==> config.mk <==
export PLATFORM = sky130hd
export DESIGN_NAME = debug_io_ctrl_flat
export DESIGN_NICKNAME = d
export VERILOG_FILES = /design/src/rtl/debug_io_pkg.sv /design/src/rtl/debug_io_if.sv /design/src/rtl/debounce_bit.sv /design/src/rtl/debug_io_ctrl.sv /design/src/flat_wrapper.sv
export SDC_FILE = /design/constraint.sdc
export NUM_CORES = 1
export LEC_CHECK = 0
export CORE_MARGIN = 2
export CORE_UTILIZATION = 45
export CTS_CLUSTER_SIZE = 20
export DETAILED_ROUTE_END_ITERATION = 16
export PLACE_DENSITY_LB_ADDON = 0.12
export SLEW_MARGIN = 20
export SYNTH_ARGS = -nofsm -noshare
export SYNTH_HDL_FRONTEND = slang
export SYNTH_SLANG_ARGS = --single-unit
==> constraint.sdc <==
create_clock -name clk -period 12.3 [get_ports clk]
set_clock_uncertainty 0.05 [all_clocks]
set_input_delay 1.23 -clock clk [delete_from_list [all_inputs] [get_ports clk]]
set_output_delay 1.23 -clock clk [all_outputs]
set_load 0.01 [all_outputs]
==> src/rtl/debug_io_pkg.sv <==
// debug_io_pkg: register offsets, ID constant and byte-lane helper for debug_io_ctrl
package debug_io_pkg;
    localparam logic [3:0] REG_LED  = 4'h0;
    localparam logic [3:0] REG_SSD  = 4'h2;
    localparam logic [3:0] REG_SW   = 4'h4;
    localparam logic [3:0] REG_BTN  = 4'h6;
    localparam logic [3:0] REG_EVT  = 4'h8;
    localparam logic [3:0] REG_IE   = 4'hA;
    localparam logic [3:0] REG_STAT = 4'hC;
    localparam logic [3:0] REG_ID   = 4'hE;
    localparam logic [15:0] DEBUG_IO_ID = 16'hD102;

    // expands the two byte enables into a 16-bit bit mask
    function automatic logic [15:0] lane_mask(input logic [1:0] bwe);
        return {{8{bwe[1]}}, {8{bwe[0]}}};
    endfunction
endpackage

==> src/rtl/debug_io_if.sv <==
// debug_io_if: shared CPU data bus as seen by the debug I/O block
interface debug_io_if;
    logic [15:0] addr;
    logic [1:0]  bwe;
    logic [15:0] din;
    logic [15:0] dout;
    modport master (output addr, bwe, din, input dout);
    modport slave  (input addr, bwe, din, output dout);
endinterface

==> src/rtl/debounce_bit.sv <==
// debounce_bit: two-flop synchroniser, settle counter and rising-edge pulse for one pin
module debounce_bit #(
    parameter int DB_CYCLES = 50000
) (
    input  logic clk,
    input  logic rst,
    input  logic din,
    output logic q,
    output logic rise
);
    localparam int CW = $clog2(DB_CYCLES);
    logic [1:0]    sync;
    logic [CW-1:0] cnt;
    logic          done;

    assign done = (sync[1] != q) && (cnt == CW'(DB_CYCLES - 1));
    assign rise = done && sync[1];

    // synchronise the pin, count consecutive disagreeing cycles, accept after the full period
    always_ff @(posedge clk or posedge rst) begin
        if (rst) begin
            sync <= '0;
            cnt  <= '0;
            q    <= 1'b0;
        end else begin
            sync <= {sync[0], din};
            cnt  <= (sync[1] == q || done) ? '0 : cnt + 1'b1;
            if (done) q <= sync[1];
        end
    end
endmodule

==> src/rtl/debug_io_ctrl.sv <==
// debug_io_ctrl: memory-mapped LEDs, display word, debounced inputs, press events and interrupt
module debug_io_ctrl
    import debug_io_pkg::*;
#(
    parameter int LED_W     = 8,
    parameter int SW_W      = 8,
    parameter int BTN_W     = 4,
    parameter int DB_CYCLES = 50000
) (
    input  logic             clk,
    input  logic             rst,
    debug_io_if.slave        bus,
    input  logic [SW_W-1:0]  sw,
    input  logic [BTN_W-1:0] btn,
    output logic [LED_W-1:0] led,
    output logic [15:0]      ssd,
    output logic             irq
);
    localparam int NB = SW_W + BTN_W;
    logic [NB-1:0]    raw, q, rise;
    logic [BTN_W-1:0] evt, ie, clr;
    logic [15:0]      wm, rdata;
    logic [2:0]       sel;
    logic             unused_ok;

    assign raw       = {btn, sw};
    assign sel       = bus.addr[3:1];
    assign wm        = lane_mask(bus.bwe);
    assign clr       = (sel == REG_EVT[3:1]) ? bus.din[BTN_W-1:0] & wm[BTN_W-1:0] : '0;
    assign unused_ok = ^{bus.addr[15:4], bus.addr[0], rise[SW_W-1:0]};

    for (genvar i = 0; i < NB; i++) begin : g_db
        debounce_bit #(.DB_CYCLES(DB_CYCLES)) u_db (
            .clk (clk),
            .rst (rst),
            .din (raw[i]),
            .q   (q[i]),
            .rise(rise[i])
        );
    end

    // read mux on the word offset; narrow registers are zero-extended
    always_comb begin
        rdata = DEBUG_IO_ID;
        case (sel)
            REG_LED[3:1]:  rdata = 16'(led);
            REG_SSD[3:1]:  rdata = ssd;
            REG_SW[3:1]:   rdata = 16'(q[SW_W-1:0]);
            REG_BTN[3:1]:  rdata = 16'(q[NB-1:SW_W]);
            REG_EVT[3:1]:  rdata = 16'(evt);
            REG_IE[3:1]:   rdata = 16'(ie);
            REG_STAT[3:1]: rdata = {15'd0, irq};
            default:       rdata = DEBUG_IO_ID;
        endcase
    end

    // lane-masked writes, sticky events where a new press beats a same-cycle clear, registered irq and read data
    always_ff @(posedge clk or posedge rst) begin
        if (rst) begin
            led      <= '0;
            ssd      <= '0;
            evt      <= '0;
            ie       <= '0;
            irq      <= 1'b0;
            bus.dout <= '0;
        end else begin
            if (sel == REG_LED[3:1]) led <= (led & ~wm[LED_W-1:0]) | (bus.din[LED_W-1:0] & wm[LED_W-1:0]);
            if (sel == REG_SSD[3:1]) ssd <= (ssd & ~wm) | (bus.din & wm);
            if (sel == REG_IE[3:1])  ie  <= (ie & ~wm[BTN_W-1:0]) | (bus.din[BTN_W-1:0] & wm[BTN_W-1:0]);
            evt      <= (evt & ~clr) | rise[NB-1:SW_W];
            irq      <= |(evt & ie);
            bus.dout <= rdata;
        end
    end
endmodule

==> src/flat_wrapper.sv <==
// flat-port wrapper written by rule: the top's interface ports become plain ports
module debug_io_ctrl_flat import debug_io_pkg::*;
#(
    parameter int LED_W     = 8,
    parameter int SW_W      = 8,
    parameter int BTN_W     = 4,
    parameter int DB_CYCLES = 50000
)
  (clk, rst, sw, btn, led, ssd, irq, bus_addr, bus_bwe, bus_din, bus_dout);
  debug_io_if bus_i ();
  input  logic clk;
  input  logic rst;
  input  logic [SW_W-1:0] sw;
  input  logic [BTN_W-1:0] btn;
  output logic [LED_W-1:0] led;
  output logic [15:0] ssd;
  output logic irq;
  input wire logic [$bits(bus_i.addr)-1:0] bus_addr;
  input wire logic [$bits(bus_i.bwe)-1:0] bus_bwe;
  input wire logic [$bits(bus_i.din)-1:0] bus_din;
  output wire logic [$bits(bus_i.dout)-1:0] bus_dout;
  assign bus_i.addr = bus_addr;
  assign bus_i.bwe = bus_bwe;
  assign bus_i.din = bus_din;
  assign bus_dout = bus_i.dout;
  debug_io_ctrl #(.LED_W(LED_W), .SW_W(SW_W), .BTN_W(BTN_W), .DB_CYCLES(DB_CYCLES)) u_core (.clk(clk), .rst(rst), .bus(bus_i), .sw(sw), .btn(btn), .led(led), .ssd(ssd), .irq(irq));
endmodule
==> run summary <==
status: finished, final reports clean
Initial DRC Count: 602
Mean Syn Cell Area: 10.7 um2
initial antenna violation count: 0
Max Clock Freq: 325 MHz
first-pass GRT wire length: 41.8 mm
syn_nets: 1,234
VDD IR max: 0.0881 mV
R2R setup slack: 10.08 ns
TritonCTS clock tree: done
crit path time final: 3.08 ns
Critical path origin: bus_addr[3]
clock sink count: 277
crit path DAT: 3.44 ns
Crit Path Max Fanout: 17
Async S/R FF share, synth: 100%
Hold Crit Depth: 0
P per Cell Area: 140 nW/um2
buffers added on ports: 75
worst slew pin tran: 0.960 ns
die height: 171 um
PostCTS Resize Cnt: 0
DP Wirelength: 16.4 mm
vias in the first global route: 8,140
commonest non-fill, non-tap cell in the layout: dfrtp_1
die area: 29,200 um2
Via Count: 8,560
First-pass DRT Iterations: 5
row cnt: 61
Crit Reg-Reg Startpoint: u_core.g_db[0].u_db.cnt[0]
clock root buffer: clkbuf_16
initial core utilization: 45.4%
DRC viols: 0
hold_buf cts: 0
Worst-path clk slew: 0.06 ns
TNS Setup: 0 ns
max-cap check violation count: 0
Synth Instances: 1,174
unrepaired setup endpoints after global routing: false
Hold Crit Class: reg -> reg
FF-to-FF End: u_core.g_db[0].u_db.cnt[6]
Post-synth EDFFs: 0
Final Hold Violating Endpoints: 0
Top Ports: 89
worst skew pair latency: 0.54 ns
largest net degree at the start of global routing: 120
Via density: 5.13
CP startpoint kind: primary input
Setup Fix Bufs, Post-CTS: 0
Tcrit/Tclk final: 25.0%
H-tree levels: 1
CTS Buffer Depth: 3
Die X-Extent: 171 um
fin. max-slew vios: 0
distinct cell type count after synthesis: 53
flop and latch count out of synthesis: 277
# diodes: 0
P&R area growth vs syn: 17.4%
final WL: 24.7 mm
crit end category: flip-flop
largest cells by area after synthesis: dfrtp_1 (55%), xnor2_1 (9.8%), nor2_1 (6.9%)
total gr overflow: 0
synthesized area: 12,500 um2
required time of the critical path: 12.67 ns
total track usage: 17.5%
Pleak: 5.97 nW
Routed Antenna Nets: 0
Worst Hold Launch: u_core.g_db[10].u_db.sync[0]
nets: 1,325
setup violators final: 0
share of cells above drive strength 1: 8.69%
R2R depth: 5
core footprint: 27,600 um2
Yosys top cell area share: 55.3%
Post-synth top flop: dfrtp_1
number of CTS-inserted buffers: 31
routed length per instance: 14.8 um
Crit Path Category: in -> reg
PnR Total Power: 2.06 mW
sequential area share after synthesis: 55.3%
Synth area leader: dfrtp_1
Synth warnings: 0
commonest non-fill, non-tap cells in the layout: dfrtp_1 (277), nor2_1 (229), xnor2_1 (141)
Final GP Congestion: 0.796
Slew HR: 35.2%
# fillers: 2,486
-- power breakdown --
group | total [mW] | leakage, nW | internal [mW] | switching, mW
Clock | 0.903 | 0.503 | 0.548 | 0.354
Combinational | 0.164 | 1.76 | 0.0863 | 0.0777
Sequential | 0.992 | 3.71 | 0.954 | 0.0379
Total | 2.06 | 5.97 | 1.59 | 0.470
-- metrics by stage --
stage / hold WS (ns) / worst slack (ns) / utilization (%) / instance area, um2 / std cells
detailed placement: 0.285 / 8.60 / 49.6 / 13700 / 1610
CTS: 0.299 / 9.18 / 53.3 / 14700 / 1667
floorplan: 0.281 / 3.38 / - / 12500 / 1174
finish: 0.297 / 9.22 / 53.3 / 14700 / 1667
global placement: 0.284 / 8.64 / 49.6 / 13700 / 1610
global route: 0.304 / 9.09 / 53.3 / 14700 / 1667
-- cells in the mapped netlist (2+ instances only) --
| master | count |
|---|---|
| a21boi_0 | 4 |
| a21oi_1 | 10 |
| a221oi_1 | 3 |
| a22oi_1 | 2 |
| and2_1 | 2 |
| and3_1 | 22 |
| and4_1 | 2 |
| buf_2 | 4 |
| buf_6 | 2 |
| clkbuf_1 | 17 |
| dfrtp_1 | 277 |
| ha_1 | 12 |
| inv_1 | 37 |
| mux2_1 | 2 |
| mux2_2 | 41 |
| mux2i_1 | 5 |
| mux4_2 | 2 |
| nand2_1 | 52 |
| nand2_2 | 2 |
| nand2b_1 | 4 |
| nand3_1 | 63 |
| nand3b_1 | 2 |
| nand4_1 | 56 |
| nand4b_1 | 3 |
| nor2_1 | 229 |
| nor3_1 | 41 |
| nor4_1 | 47 |
| nor4b_1 | 9 |
| nor4bb_1 | 15 |
| o21ai_0 | 4 |
| or3_1 | 2 |
| or4_4 | 3 |
| or4bb_1 | 2 |
| xnor2_1 | 141 |
| xor2_1 | 37 |
-- how the worst min path moves through the flow --
stage	end	slack (ns)
after floorplan	u_core.g_db[0].u_db.sync[1]	0.28
after global placement	u_core.g_db[8].u_db.sync[1]	0.28
after detailed placement	u_core.g_db[10].u_db.sync[1]	0.28
after CTS	u_core.g_db[10].u_db.sync[1]	0.30
after global routing	u_core.g_db[10].u_db.sync[1]	0.30
final	u_core.g_db[10].u_db.sync[1]	0.30
-- layer usage --
metal	vias to the layer above	track usage, %	share of wire (%)	wire (um)
li1	4230	-	-	-
met3	31	2.45	3.8	935
met5	-	0	0	0
met1	4167	26.1	49	12100
met4	0	3.72	1.9	461
met2	132	27.2	45	11200
-- final cells by class --
type | count | area [um2] | share of cell area (%)
Timing Repair Buffer | 83 | 815 | 5.53
Clock buffer | 44 | 865 | 5.87
Clock inverter | 13 | 140 | 0.952
Multi-Input combinational cell | 835 | 5350 | 36.4
Sequential cell | 277 | 6930 | 47.1
Tap cell | 378 | 473 | 3.21
Inverter | 37 | 146 | 0.994
-- logic make-up (layout without fill, tap and decap cells) --
family | after synthesis | in the layout | synth area share (%)
fa+ha+maj | 12 | 12 | 1.20
compound gates | 29 | 29 | 1.56
mux | 51 | 51 | 4.74
flops | 277 | 277 | 55.3
simple gates | 565 | 565 | 22.8
buf+inv | 62 | 177 | 2.05
xor+xnor | 178 | 178 | 12.4
-- critical path, cell delays in order --
cell,delay (ns)
clkdlybuf4s50_1,0.40
buf_4,0.21
nor2_1,0.60
and3_1,0.60
mux2_2,0.39
(Power assumes the default switching activity.)
